File: src/rtl/ahb_gpio_pkg.sv
// Shared definitions for the multi-port AHB-Lite GPIO slave.
//   - HTRANS encodings
//   - per-port register offsets (word index within a port block)
//   - port block stride in bytes
//   - registered address-phase record passed from address to data phase
package ahb_gpio_pkg;

    localparam logic [1:0] HTRANS_IDLE   = 2'b00;
    localparam logic [1:0] HTRANS_BUSY   = 2'b01;
    localparam logic [1:0] HTRANS_NONSEQ = 2'b10;
    localparam logic [1:0] HTRANS_SEQ    = 2'b11;

    // Word index of each register inside a port block (HADDR[4:2])
    localparam logic [2:0] REG_DATA    = 3'd0;
    localparam logic [2:0] REG_DIR     = 3'd1;
    localparam logic [2:0] REG_INTEN   = 3'd2;
    localparam logic [2:0] REG_INTTYPE = 3'd3;
    localparam logic [2:0] REG_INTSTAT = 3'd4;

    localparam logic [31:0] PORT_STRIDE = 32'h20;
    localparam int          PORT_SHIFT  = $clog2(PORT_STRIDE);

    typedef struct packed {
        logic       valid;
        logic       write;
        logic [2:0] port;
        logic [2:0] reg_sel;
    } addr_phase_t;

endpackage

File: src/rtl/gpio_port_ctrl.sv
// One GPIO port: DATA/DIR/INTEN/INTTYPE/INTSTAT registers, input synchroniser,
// edge detector and a level IRQ.
//   clk, rst          clock and asynchronous active-high reset
//   armed             edge detection enable from the shared arm counter
//   wr_en             data-phase write strobe addressed to this port
//   reg_sel           register index of the current data phase
//   wr_data           write data (port width)
//   gpio_in           pad inputs
//   rd_data           read data for reg_sel
//   gpio_out, gpio_oe output register and output enable (= DIR)
//   irq               OR of the interrupt status bits
module gpio_port_ctrl
    import ahb_gpio_pkg::*;
#(
    parameter int PORT_WIDTH  = 16,
    parameter int SYNC_STAGES = 2
) (
    input  logic                  clk,
    input  logic                  rst,
    input  logic                  armed,
    input  logic                  wr_en,
    input  logic [2:0]            reg_sel,
    input  logic [PORT_WIDTH-1:0] wr_data,
    input  logic [PORT_WIDTH-1:0] gpio_in,
    output logic [PORT_WIDTH-1:0] rd_data,
    output logic [PORT_WIDTH-1:0] gpio_out,
    output logic [PORT_WIDTH-1:0] gpio_oe,
    output logic                  irq
);

    logic [PORT_WIDTH-1:0] data_q, dir_q, inten_q, inttype_q, intstat_q, intstat_d;
    logic [PORT_WIDTH-1:0] prev_q, sync_val, edge_hit;
    // Stage 1 lives in the low slice; the oldest stage is the top slice.
    logic [SYNC_STAGES*PORT_WIDTH-1:0] sync_q;

    assign sync_val = sync_q[SYNC_STAGES*PORT_WIDTH-1 -: PORT_WIDTH];

    always_ff @(posedge clk or posedge rst) begin
        if (rst) begin
            data_q    <= '0;
            dir_q     <= '0;
            inten_q   <= '0;
            inttype_q <= '0;
            intstat_q <= '0;
            sync_q    <= '0;
            prev_q    <= '0;
        end else begin
            if (wr_en && reg_sel == REG_DATA)    data_q    <= wr_data;
            if (wr_en && reg_sel == REG_DIR)     dir_q     <= wr_data;
            if (wr_en && reg_sel == REG_INTEN)   inten_q   <= wr_data;
            if (wr_en && reg_sel == REG_INTTYPE) inttype_q <= wr_data;
            sync_q    <= {sync_q[(SYNC_STAGES-1)*PORT_WIDTH-1:0], gpio_in};
            prev_q    <= sync_val;
            intstat_q <= intstat_d;
        end
    end

    always_comb begin
        edge_hit = '0;
        if (armed) begin
            edge_hit = inten_q & ((inttype_q & sync_val & ~prev_q) |
                                  (~inttype_q & ~sync_val & prev_q));
        end
        intstat_d = intstat_q;
        if (wr_en && reg_sel == REG_INTSTAT) begin
            intstat_d = intstat_q & ~wr_data;
        end
        // A new edge overrides a simultaneous clear of the same bit
        intstat_d = intstat_d | edge_hit;
    end

    always_comb begin
        rd_data = '0;
        case (reg_sel)
            REG_DATA:    rd_data = (dir_q & data_q) | (~dir_q & sync_val);
            REG_DIR:     rd_data = dir_q;
            REG_INTEN:   rd_data = inten_q;
            REG_INTTYPE: rd_data = inttype_q;
            REG_INTSTAT: rd_data = intstat_q;
            default:     rd_data = '0;
        endcase
    end

    assign gpio_out = data_q;
    assign gpio_oe  = dir_q;
    assign irq      = |intstat_q;

endmodule

File: src/rtl/ahb_gpio_multi.sv
// AHB-Lite GPIO slave with NUM_PORTS ports of PORT_WIDTH bits, zero wait state.
//   HCLK, RESET                bus clock, asynchronous active-high reset
//   HSEL/HADDR/HTRANS/HWRITE   address phase (HSIZE ignored, word accesses)
//   HWDATA, HREADY             write data, bus ready
//   HRDATA, HREADYOUT, HRESP   read data, always ready, always OKAY
//   GPIOIN/GPIOOUT/GPIOOE      packed per port, port p at [p*PORT_WIDTH +: PORT_WIDTH]
//   IRQ                        per-port level interrupt
// Port block p at byte offset p*0x20; register index at HADDR[4:2].
module ahb_gpio_multi
    import ahb_gpio_pkg::*;
#(
    parameter int NUM_PORTS   = 2,
    parameter int PORT_WIDTH  = 16,
    parameter int SYNC_STAGES = 2
) (
    input  logic                            HCLK,
    input  logic                            RESET,
    input  logic                            HSEL,
    input  logic [31:0]                     HADDR,
    input  logic [1:0]                      HTRANS,
    input  logic                            HWRITE,
    input  logic [2:0]                      HSIZE,
    input  logic [31:0]                     HWDATA,
    input  logic                            HREADY,
    output logic [31:0]                     HRDATA,
    output logic                            HREADYOUT,
    output logic                            HRESP,
    input  logic [NUM_PORTS*PORT_WIDTH-1:0] GPIOIN,
    output logic [NUM_PORTS*PORT_WIDTH-1:0] GPIOOUT,
    output logic [NUM_PORTS*PORT_WIDTH-1:0] GPIOOE,
    output logic [NUM_PORTS-1:0]            IRQ
);

    localparam int                ARM_W    = $clog2(SYNC_STAGES + 2);
    localparam logic [ARM_W-1:0]  ARM_DONE = ARM_W'(SYNC_STAGES + 1);

    addr_phase_t           addr_q, addr_d;
    logic [ARM_W-1:0]      arm_q;
    logic                  armed;
    logic [PORT_WIDTH-1:0] wr_data;
    logic [PORT_WIDTH-1:0] port_rdata [NUM_PORTS];
    logic                  unused_bits;

    // Address phase: anything other than a selected NONSEQ/SEQ with HREADY
    // clears the record, so no stale data phase can commit.
    always_comb begin
        addr_d = '0;
        if (HSEL && HREADY && (HTRANS == HTRANS_NONSEQ || HTRANS == HTRANS_SEQ)) begin
            addr_d.valid   = 1'b1;
            addr_d.write   = HWRITE;
            addr_d.port    = HADDR[PORT_SHIFT +: 3];
            addr_d.reg_sel = HADDR[4:2];
        end
    end

    always_ff @(posedge HCLK or posedge RESET) begin
        if (RESET) begin
            addr_q <= '0;
        end else begin
            addr_q <= addr_d;
        end
    end

    // Holds off edge detection until the synchroniser and previous flop have
    // been filled with real input levels after reset.
    assign armed = (arm_q == ARM_DONE);

    always_ff @(posedge HCLK or posedge RESET) begin
        if (RESET) begin
            arm_q <= '0;
        end else if (!armed) begin
            arm_q <= arm_q + 1'b1;
        end
    end

    assign wr_data = HWDATA[PORT_WIDTH-1:0];

    for (genvar p = 0; p < NUM_PORTS; p++) begin : g_port
        logic wr_en;
        assign wr_en = addr_q.valid && addr_q.write && (addr_q.port == 3'(p));

        gpio_port_ctrl #(
            .PORT_WIDTH  (PORT_WIDTH),
            .SYNC_STAGES (SYNC_STAGES)
        ) u_port (
            .clk      (HCLK),
            .rst      (RESET),
            .armed    (armed),
            .wr_en    (wr_en),
            .reg_sel  (addr_q.reg_sel),
            .wr_data  (wr_data),
            .gpio_in  (GPIOIN[p*PORT_WIDTH +: PORT_WIDTH]),
            .rd_data  (port_rdata[p]),
            .gpio_out (GPIOOUT[p*PORT_WIDTH +: PORT_WIDTH]),
            .gpio_oe  (GPIOOE[p*PORT_WIDTH +: PORT_WIDTH]),
            .irq      (IRQ[p])
        );
    end

    // Ports beyond NUM_PORTS match no entry and read as zero
    always_comb begin
        HRDATA = '0;
        if (addr_q.valid && !addr_q.write) begin
            for (int p = 0; p < NUM_PORTS; p++) begin
                if (addr_q.port == 3'(p)) begin
                    HRDATA[PORT_WIDTH-1:0] = port_rdata[p];
                end
            end
        end
    end

    assign HREADYOUT = 1'b1;
    assign HRESP     = 1'b0;

    assign unused_bits = ^{HSIZE, HADDR, HTRANS, HWDATA};

endmodule

File: config.mk
export PLATFORM = sky130hd
export DESIGN_NAME = ahb_gpio_multi
export DESIGN_NICKNAME = d
export VERILOG_FILES = /design/src/rtl/ahb_gpio_pkg.sv /design/src/rtl/gpio_port_ctrl.sv /design/src/rtl/ahb_gpio_multi.sv
export SDC_FILE = /design/constraint.sdc
export NUM_CORES = 1
export LEC_CHECK = 0
export CAP_MARGIN = 15
export CORE_MARGIN = 5
export CORE_UTILIZATION = 40
export CTS_CLUSTER_DIAMETER = 50
export CTS_CLUSTER_SIZE = 20
export DETAILED_ROUTE_END_ITERATION = 10
export GPL_TIMING_DRIVEN = 1
export SLEW_MARGIN = 40
export SYNTH_ARGS = -nofsm -noshare
export SYNTH_HDL_FRONTEND = slang
export SYNTH_SLANG_ARGS = --single-unit
File: constraint.sdc
create_clock -name HCLK -period 20.4 [get_ports HCLK]
set_input_delay 4.08 -clock HCLK [delete_from_list [all_inputs] [get_ports HCLK]]
set_output_delay 4.08 -clock HCLK [all_outputs]
set_load 0.01 [all_outputs]
* Yosys cells after proc, flatten, opt, wreduce, memory -nomap -nowiden
Cells that the tools add are included.
** Word-level totals
- Bits in registers :: 266
- Bits of input ports :: 106
- Output and inout port bits :: 100
- Logic and storage cells :: 91
** Operators by class
- $add $sub $neg :: 1
- Equality and inequality tests :: 8
- Multiplexer cells :: 10
- Bitwise gates (word level) :: 31
- Reductions and logical operators :: 22
** Operators by type and width (number)
- $and A16 B16 Y16 :: 16
- $pmux W16 S5 :: 2
- $not A16 Y16 :: 9
- $mux W16 :: 7
- $or A16 B16 Y16 :: 6
- $reduce_or A16 Y1 :: 2
- $logic_and A1 B1 Y1 :: 16
- $mux W8 :: 1
- $eq A2 B2 Y1 const B :: 3
- $eq A3 B1 Y1 const B :: 2
- $eq A3 B2 Y1 const B :: 2
- $logic_not A3 Y1 :: 2
- $eq A3 B3 Y1 const B :: 1
- $add A2 B1 Y2 const B :: 1
- $logic_not A1 Y1 :: 1
- $logic_or A1 B1 Y1 :: 1

* Depth between registers and ports, before layout
- Word-level depth :: 7
- Depth in mapped cells :: 7
- Gate-level depth less buffers :: 4

* Hierarchy
Synthesis repeated with hierarchy kept, for this count alone.
** Unflattened totals
- Cell total of the unflattened synthesis :: 865
- Area, all modules :: 11551.1 µm²
** By module, submodules not included
- gpio_port_ctrl :: times used 2, cells each 391, area an instance 5385.2 µm², sequential area each 3203.1 µm²
- ahb_gpio_multi :: times used 1, cells each 83, area an instance 780.7 µm², sequential area each 250.2 µm²

* Worst setup path before layout
No wires, ideal clock.
- Path kind :: register -> output
- Start :: register addr_q[0] in the netlist's numbering
- End :: output port HRDATA[0]
- Data arrival time :: 1.698 ns
- Required time :: 16.320 ns
- Setup slack :: 14.622 ns
- Stages on the path, launching flop included :: 8
- Path buffers :: 3
- Cell sequence :: dfrtp_1 -> buf_2 -> or3_1 -> buf_2 -> buf_2 -> nor2_1 -> a21oi_1 -> a311oi_1
** On the way
- Cells in the longest elaborated chain, start to end :: 5
- Elaborated cells between the ends (all ways) :: 10
- Those cells by class :: eq/ne (4); mux (5); reduce/logical (1)
** RTL lines
- start: declaration :: line ahb_gpio_multi.sv:37 : addr_phase_t addr_q, addr_d;
- start signal: assignment :: line ahb_gpio_multi.sv:60 : addr_q <= addr_d;
- $eq A3 B3 Y1 (tied with other cells) :: line gpio_port_ctrl.sv:74 : case (reg_sel)
- $pmux W16 S5 :: line gpio_port_ctrl.sv:74
- $mux W16 :: line ahb_gpio_multi.sv:105 : if (addr_q.port == 3'(p)) begin
- $mux W16 * :: line ahb_gpio_multi.sv:105
- $mux W16 * :: line ahb_gpio_multi.sv:103 : if (addr_q.valid && !addr_q.write) begin
- end: declaration :: line ahb_gpio_multi.sv:25 : output logic [31:0] HRDATA,
Mark *: on every way between the ends. The rest lies on a longest branch, timed or not.

* Worst setup path after layout
- Start :: register addr_q[0] in the netlist's numbering
- End :: output port HRDATA[15]
The elaborated chain is that of the path after synthesis.

==> impl_table.tex <==
\begin{tabular}{lr}
\hline
Metric & Value \\
\hline
\multicolumn{2}{l}{\textbf{Finish}} \\
Count of non-filler cells in the finished layout & 1460 \\
Fin nets & 1165 \\
Register Area & 0.006659 mm² \\
Area of the multi-input gates & 0.004344 mm² \\
Area growth from synthesis to layout & 23.65\% \\
Number of antenna cells inserted & 0 \\
Finished layout cell area & 0.01411 mm² \\
Fillcell total & 2498 \\
Proportion of layout cells with a drive suffix above 1 & 19.69\% \\
\multicolumn{2}{l}{\textbf{Logic synthesis}} \\
Post-synthesis share of cell area spent on xor and xnor gates & 0.07675\% \\
Yosys reg bits & 266 \\
Cell area after synthesis & 0.01141 mm² \\
Largest family of logic cells by synthesized area & multiplexers \\
Most used flip-flop cell after synthesis & sky130\_fd\_sc\_hd\_\_dfrtp\_1 \\
Portion of netlist area occupied by mux cells & 14.75\% \\
Synth Area per Inst & 12.18 µm² \\
Area fraction in compound gates after synthesis & 12.30\% \\
Ys async rst share & 100.0\% \\
Cells after Synth & 937 \\
Synth Warn \# & 0 \\
Post-Synth Adder-Cell Area & 0.1096\% \\
Portion of the post-synthesis area used by sequential elements & 58.33\% \\
EDFF count, synth & 0 \\
Count of different cell masters after synthesis & 60 \\
Basic-gate share of the synthesized area counting and, or, nand and nor cells & 9.977\% \\
\multicolumn{2}{l}{\textbf{Place}} \\
Count of port buffers added during placement & 141 \\
Detailed placement HPWL & 20.37 mm \\
Placed instance count & 1403 \\
Post-DP Area & 0.01302 mm² \\
Final RePlAce weighted congestion & 0.7986 \\
\multicolumn{2}{l}{\textbf{Critical path}} \\
Critical-path maximum fanout & 45 \\
Reg2reg end & g\_port[1].u\_port.inttype\_q[8] \\
Reg-to-reg startpoint & addr\_q[0] \\
Path depth of the worst reg2reg path & 4 \\
Signal arrival time at the worst endpoint & 4.06 ns \\
Cell at the slowest stage of the critical path & sky130\_fd\_sc\_hd\_\_dfrtp\_2 \\
Nature of the critical path startpoint & register \\
Register-to-Register Setup Slack & 17.04 ns \\
Endpoint type of the worst setup path & output port \\
Sequence of cells on the critical path & buf\_4 > and3b\_2 > a221oi\_1 > a211oi\_1 > clkdlybuf4s50\_1 \\
Required time at the endpoint of the critical path & 16.32 ns \\
Worst Setup Path Type & reg -> out \\
Delay of the slowest critical-path stage & 0.84 ns \\
\multicolumn{2}{l}{\textbf{Pwr}} \\
Static Leak & 0.005904 µW \\
Power Density & 86.74 mW/mm² \\
Relative contribution of sequential cells to total power & 46.2\% \\
Sw Share & 24.76\% \\
Power share of the combinational group & 7.5\% \\
Clock power share & 46.3\% \\
Power Total & 1224 µW \\
Internal power component & 920.9 µW \\
Net switching power of the design & 303.1 µW \\
Worst-case vdd ir drop & 0.00005894 V \\
\multicolumn{2}{l}{\textbf{Clock tree}} \\
H-tree levels & 1 \\
Number of buffers inserted during clock tree synthesis & 30 \\
Source-to-sink clock delay at the later pin of the worst-skew pair & 0.55 ns \\
TritonCTS clock tree & done \\
Worst-case clock buffer depth & 3 \\
Post CTS Setup Buffer Count & 0 \\
Number of clock sinks & 266 \\
Post-cts resize count & 0 \\
Reg clk slew, reported paths & 0.07 ns \\
Root cell of the clock tree & sky130\_fd\_sc\_hd\_\_clkbuf\_16 \\
Number of buffers added to fix hold violations after cts & 0 \\
\multicolumn{2}{l}{\textbf{Die}} \\
Total die area & 0.03201 mm² \\
Total number of placement rows & 61 \\
Initial Util & 40.74\% \\
Floorplan core area & 0.02801 mm² \\
Die width & 178.9 µm \\
Die Ht & 178.9 µm \\
Number of placed I/O pins & 206 \\
\multicolumn{2}{l}{\textbf{STA}} \\
Max transition margin & 50.08\% \\
Transition time at the pin with the least slew margin & 0.7487 ns \\
Final setup violation count & 0 \\
Period utilization & 39.90\% \\
Final setup TNS & 0 ns \\
Max Slew Vio Count & 0 \\
Timing-limited maximum frequency & 122.9 MHz \\
Final critical-path required period & 8.139 ns \\
Setup repair after global routing missed its margin & no \\
Setup clock skew after layout & 0.01122 ns \\
Final hold vios & 0 \\
\multicolumn{2}{l}{\textbf{Global routing}} \\
Global-route wire length before repair & 47.60 mm \\
Total gr overflow & 0 \\
Pin count of the biggest net entering global routing & 111 \\
Global-route total usage across every layer & 19.22\% \\
Number of antenna violations at the first check in global routing & 0 \\
Vias in the first global route & 7975 \\
\multicolumn{2}{l}{\textbf{Worst hold path}} \\
Class of the most critical hold timing path & reg -> reg \\
Number of stages on the worst hold path & 0 \\
Worst hold start & g\_port[0].u\_port.sync\_q[3] \\
Endpoint of the worst hold-timing path & g\_port[0].u\_port.sync\_q[19] \\
\multicolumn{2}{l}{\textbf{Drt}} \\
Final wirelength & 31.21 mm \\
Count of routing violations after the opening detailed-route iteration & 587 \\
Antenna-violating nets left & 0 \\
Remaining design rule violation count & 0 \\
Routed WL per cell & 21.38 µm \\
Routed via count & 7865 \\
Count of TritonRoute iterations in the first routing pass & 5 \\
Via density & 5.387 \\
\multicolumn{2}{l}{\textbf{Job}} \\
MaxCap Viol Count & 0 \\
\multicolumn{2}{l}{\textbf{Outcome}} \\
Run status & finished clean \\
\hline
\end{tabular}
[power by group through the flow]
| stage | combinational (µW) | sequential [µW] | clock [µW] |
|---|---|---|---|
| 3_5_place_dp | 92.8 | 575 | 0 |
| 5_1_grt | 101 | 568 | 602 |
| 3_3_place_gp | 92.3 | 574 | 0 |
| 4_1_cts | 93.3 | 565 | 581 |
| 2_1_floorplan | 48.8 | 573 | 0 |
| 6_report | 91.8 | 565 | 567 |
[cell families after synthesis]
kind of cell / Yosys count
flip-flops: 266
AND/OR/NAND/NOR: 227
AO/OA/AOI/OAI: 195
multiplexers: 152
buffers and inverters: 93
other: 2
adder cells (fa/ha/maj): 1
XOR/XNOR: 1
[layout by cell type, fill, tap and decap left out, types with 6 or more instances in the layout]
master and count:
sky130_fd_sc_hd__dfrtp_1 264, sky130_fd_sc_hd__clkdlybuf4s50_1 141, sky130_fd_sc_hd__mux2_2 118, sky130_fd_sc_hd__nand2_1 114
sky130_fd_sc_hd__o21ai_0 51, sky130_fd_sc_hd__nor2_1 40, sky130_fd_sc_hd__a32o_1 32, sky130_fd_sc_hd__clkbuf_16 31
sky130_fd_sc_hd__a21oi_1 30, sky130_fd_sc_hd__mux2i_1 23, sky130_fd_sc_hd__conb_1 18, sky130_fd_sc_hd__o211ai_1 15
sky130_fd_sc_hd__inv_1 13, sky130_fd_sc_hd__mux2_1 11, sky130_fd_sc_hd__nor2b_1 10, sky130_fd_sc_hd__nor4_1 10
sky130_fd_sc_hd__o32ai_1 9, sky130_fd_sc_hd__o311a_1 9, sky130_fd_sc_hd__buf_4 9, sky130_fd_sc_hd__a22oi_1 7
sky130_fd_sc_hd__nor3b_1 7, sky130_fd_sc_hd__o21a_1 7, sky130_fd_sc_hd__and2_1 7, sky130_fd_sc_hd__a211oi_1 6
sky130_fd_sc_hd__or3b_2 6, sky130_fd_sc_hd__clkinvlp_4 6
[Yosys cell counts (2+ instances only)]
master	n	area share [%]
sky130_fd_sc_hd__conb_1	2	0.066
sky130_fd_sc_hd__or3b_2	6	0.46
sky130_fd_sc_hd__nor2_1	40	1.3
sky130_fd_sc_hd__a221oi_1	4	0.31
sky130_fd_sc_hd__o311a_1	9	0.79
sky130_fd_sc_hd__nor2_4	2	0.20
sky130_fd_sc_hd__nor4_1	10	0.55
sky130_fd_sc_hd__mux2_1	11	1.1
sky130_fd_sc_hd__o211ai_1	15	0.99
sky130_fd_sc_hd__a22o_1	4	0.31
sky130_fd_sc_hd__buf_6	3	0.30
sky130_fd_sc_hd__nand4_1	2	0.11
sky130_fd_sc_hd__buf_4	26	1.7
sky130_fd_sc_hd__a2111oi_0	3	0.23
sky130_fd_sc_hd__inv_1	14	0.46
sky130_fd_sc_hd__a2bb2oi_1	5	0.38
sky130_fd_sc_hd__a22oi_1	7	0.46
sky130_fd_sc_hd__nor3b_1	7	0.46
sky130_fd_sc_hd__mux2i_1	23	2.0
sky130_fd_sc_hd__o21bai_1	3	0.20
sky130_fd_sc_hd__a32oi_1	4	0.31
sky130_fd_sc_hd__buf_1	6	0.20
sky130_fd_sc_hd__and2_1	7	0.38
sky130_fd_sc_hd__mux2_2	118	12
sky130_fd_sc_hd__and3_1	3	0.16
sky130_fd_sc_hd__o21ai_0	51	2.2
sky130_fd_sc_hd__nor3b_2	2	0.22
sky130_fd_sc_hd__clkbuf_1	18	0.59
sky130_fd_sc_hd__nor2b_1	11	0.60
sky130_fd_sc_hd__o32ai_1	9	0.69
sky130_fd_sc_hd__dfrtp_1	266	58
sky130_fd_sc_hd__buf_2	26	1.1
sky130_fd_sc_hd__a21oi_1	30	1.3
sky130_fd_sc_hd__nand3_1	4	0.18
sky130_fd_sc_hd__a211oi_1	6	0.39
sky130_fd_sc_hd__nand2_1	116	3.8
sky130_fd_sc_hd__nand2b_1	4	0.22
sky130_fd_sc_hd__a32o_1	32	2.8
sky130_fd_sc_hd__o21a_1	7	0.46
[state kept, by name, summed over array words and instances, names as in the netlist, 8 cells and up]
register and flops:
g_port.u_port.sync_q 64, g_port.u_port.gpio_oe 32, g_port.u_port.gpio_out 32, g_port.u_port.inten_q 32
g_port.u_port.intstat_q 32, g_port.u_port.inttype_q 32, g_port.u_port.prev_q 32, addr_q 8
[worst max-delay path by stage]
stage	from	endpoint	slack [ns]	cells after the start
finish	addr_q[0]	HRDATA[15]	12.26	5
global route	addr_q[0]	HRDATA[15]	12.19	5
CTS	addr_q[0]	HRDATA[15]	12.30	5
detailed placement	addr_q[0]	HRDATA[15]	12.90	5
global placement	addr_q[0]	HRDATA[15]	12.61	5
floorplan	RESET	addr_q[0]	8.99	1
[routing by layer]
metal  GRT usage (%)  routed length (µm)  share of wire [%]
met5               0                   0                  0
met1           26.95               13930                 45
met3           4.007                2161                6.9
met4           5.117                 695                2.2
met2           30.54               14420                 46
[metrics by stage]
stage	util, %	worst slack, ns	hold slack (ns)
after CTS	50.30	12.30	0.3481
after global routing	50.38	12.19	0.3543
after global placement	46.32	12.61	0.3333
after floorplan	-	8.995	0.3312
final	50.38	12.26	0.3432
after detailed placement	46.48	12.90	0.3347
[area by class of cell]
| class | count | share of cell area [%] |
|---|---|---|
| multi-input cells | 594 | 30.79 |
| well taps | 378 | 3.352 |
| repair buffers | 152 | 10.64 |
| flip-flops and latches | 266 | 47.19 |
| inverters | 14 | 0.4611 |
| clock buffers | 33 | 5.622 |
| clock inverters | 23 | 1.951 |
[critical path: cells and delay by family (launching register included)]
kind	cells	cell delay, ns
AND/OR/NAND/NOR	1	0.65
flip-flops	1	0.84
AO/OA/AOI/OAI	2	0.71
buffers and inverters	2	1.26
Power figures use the tool's default switching activity.
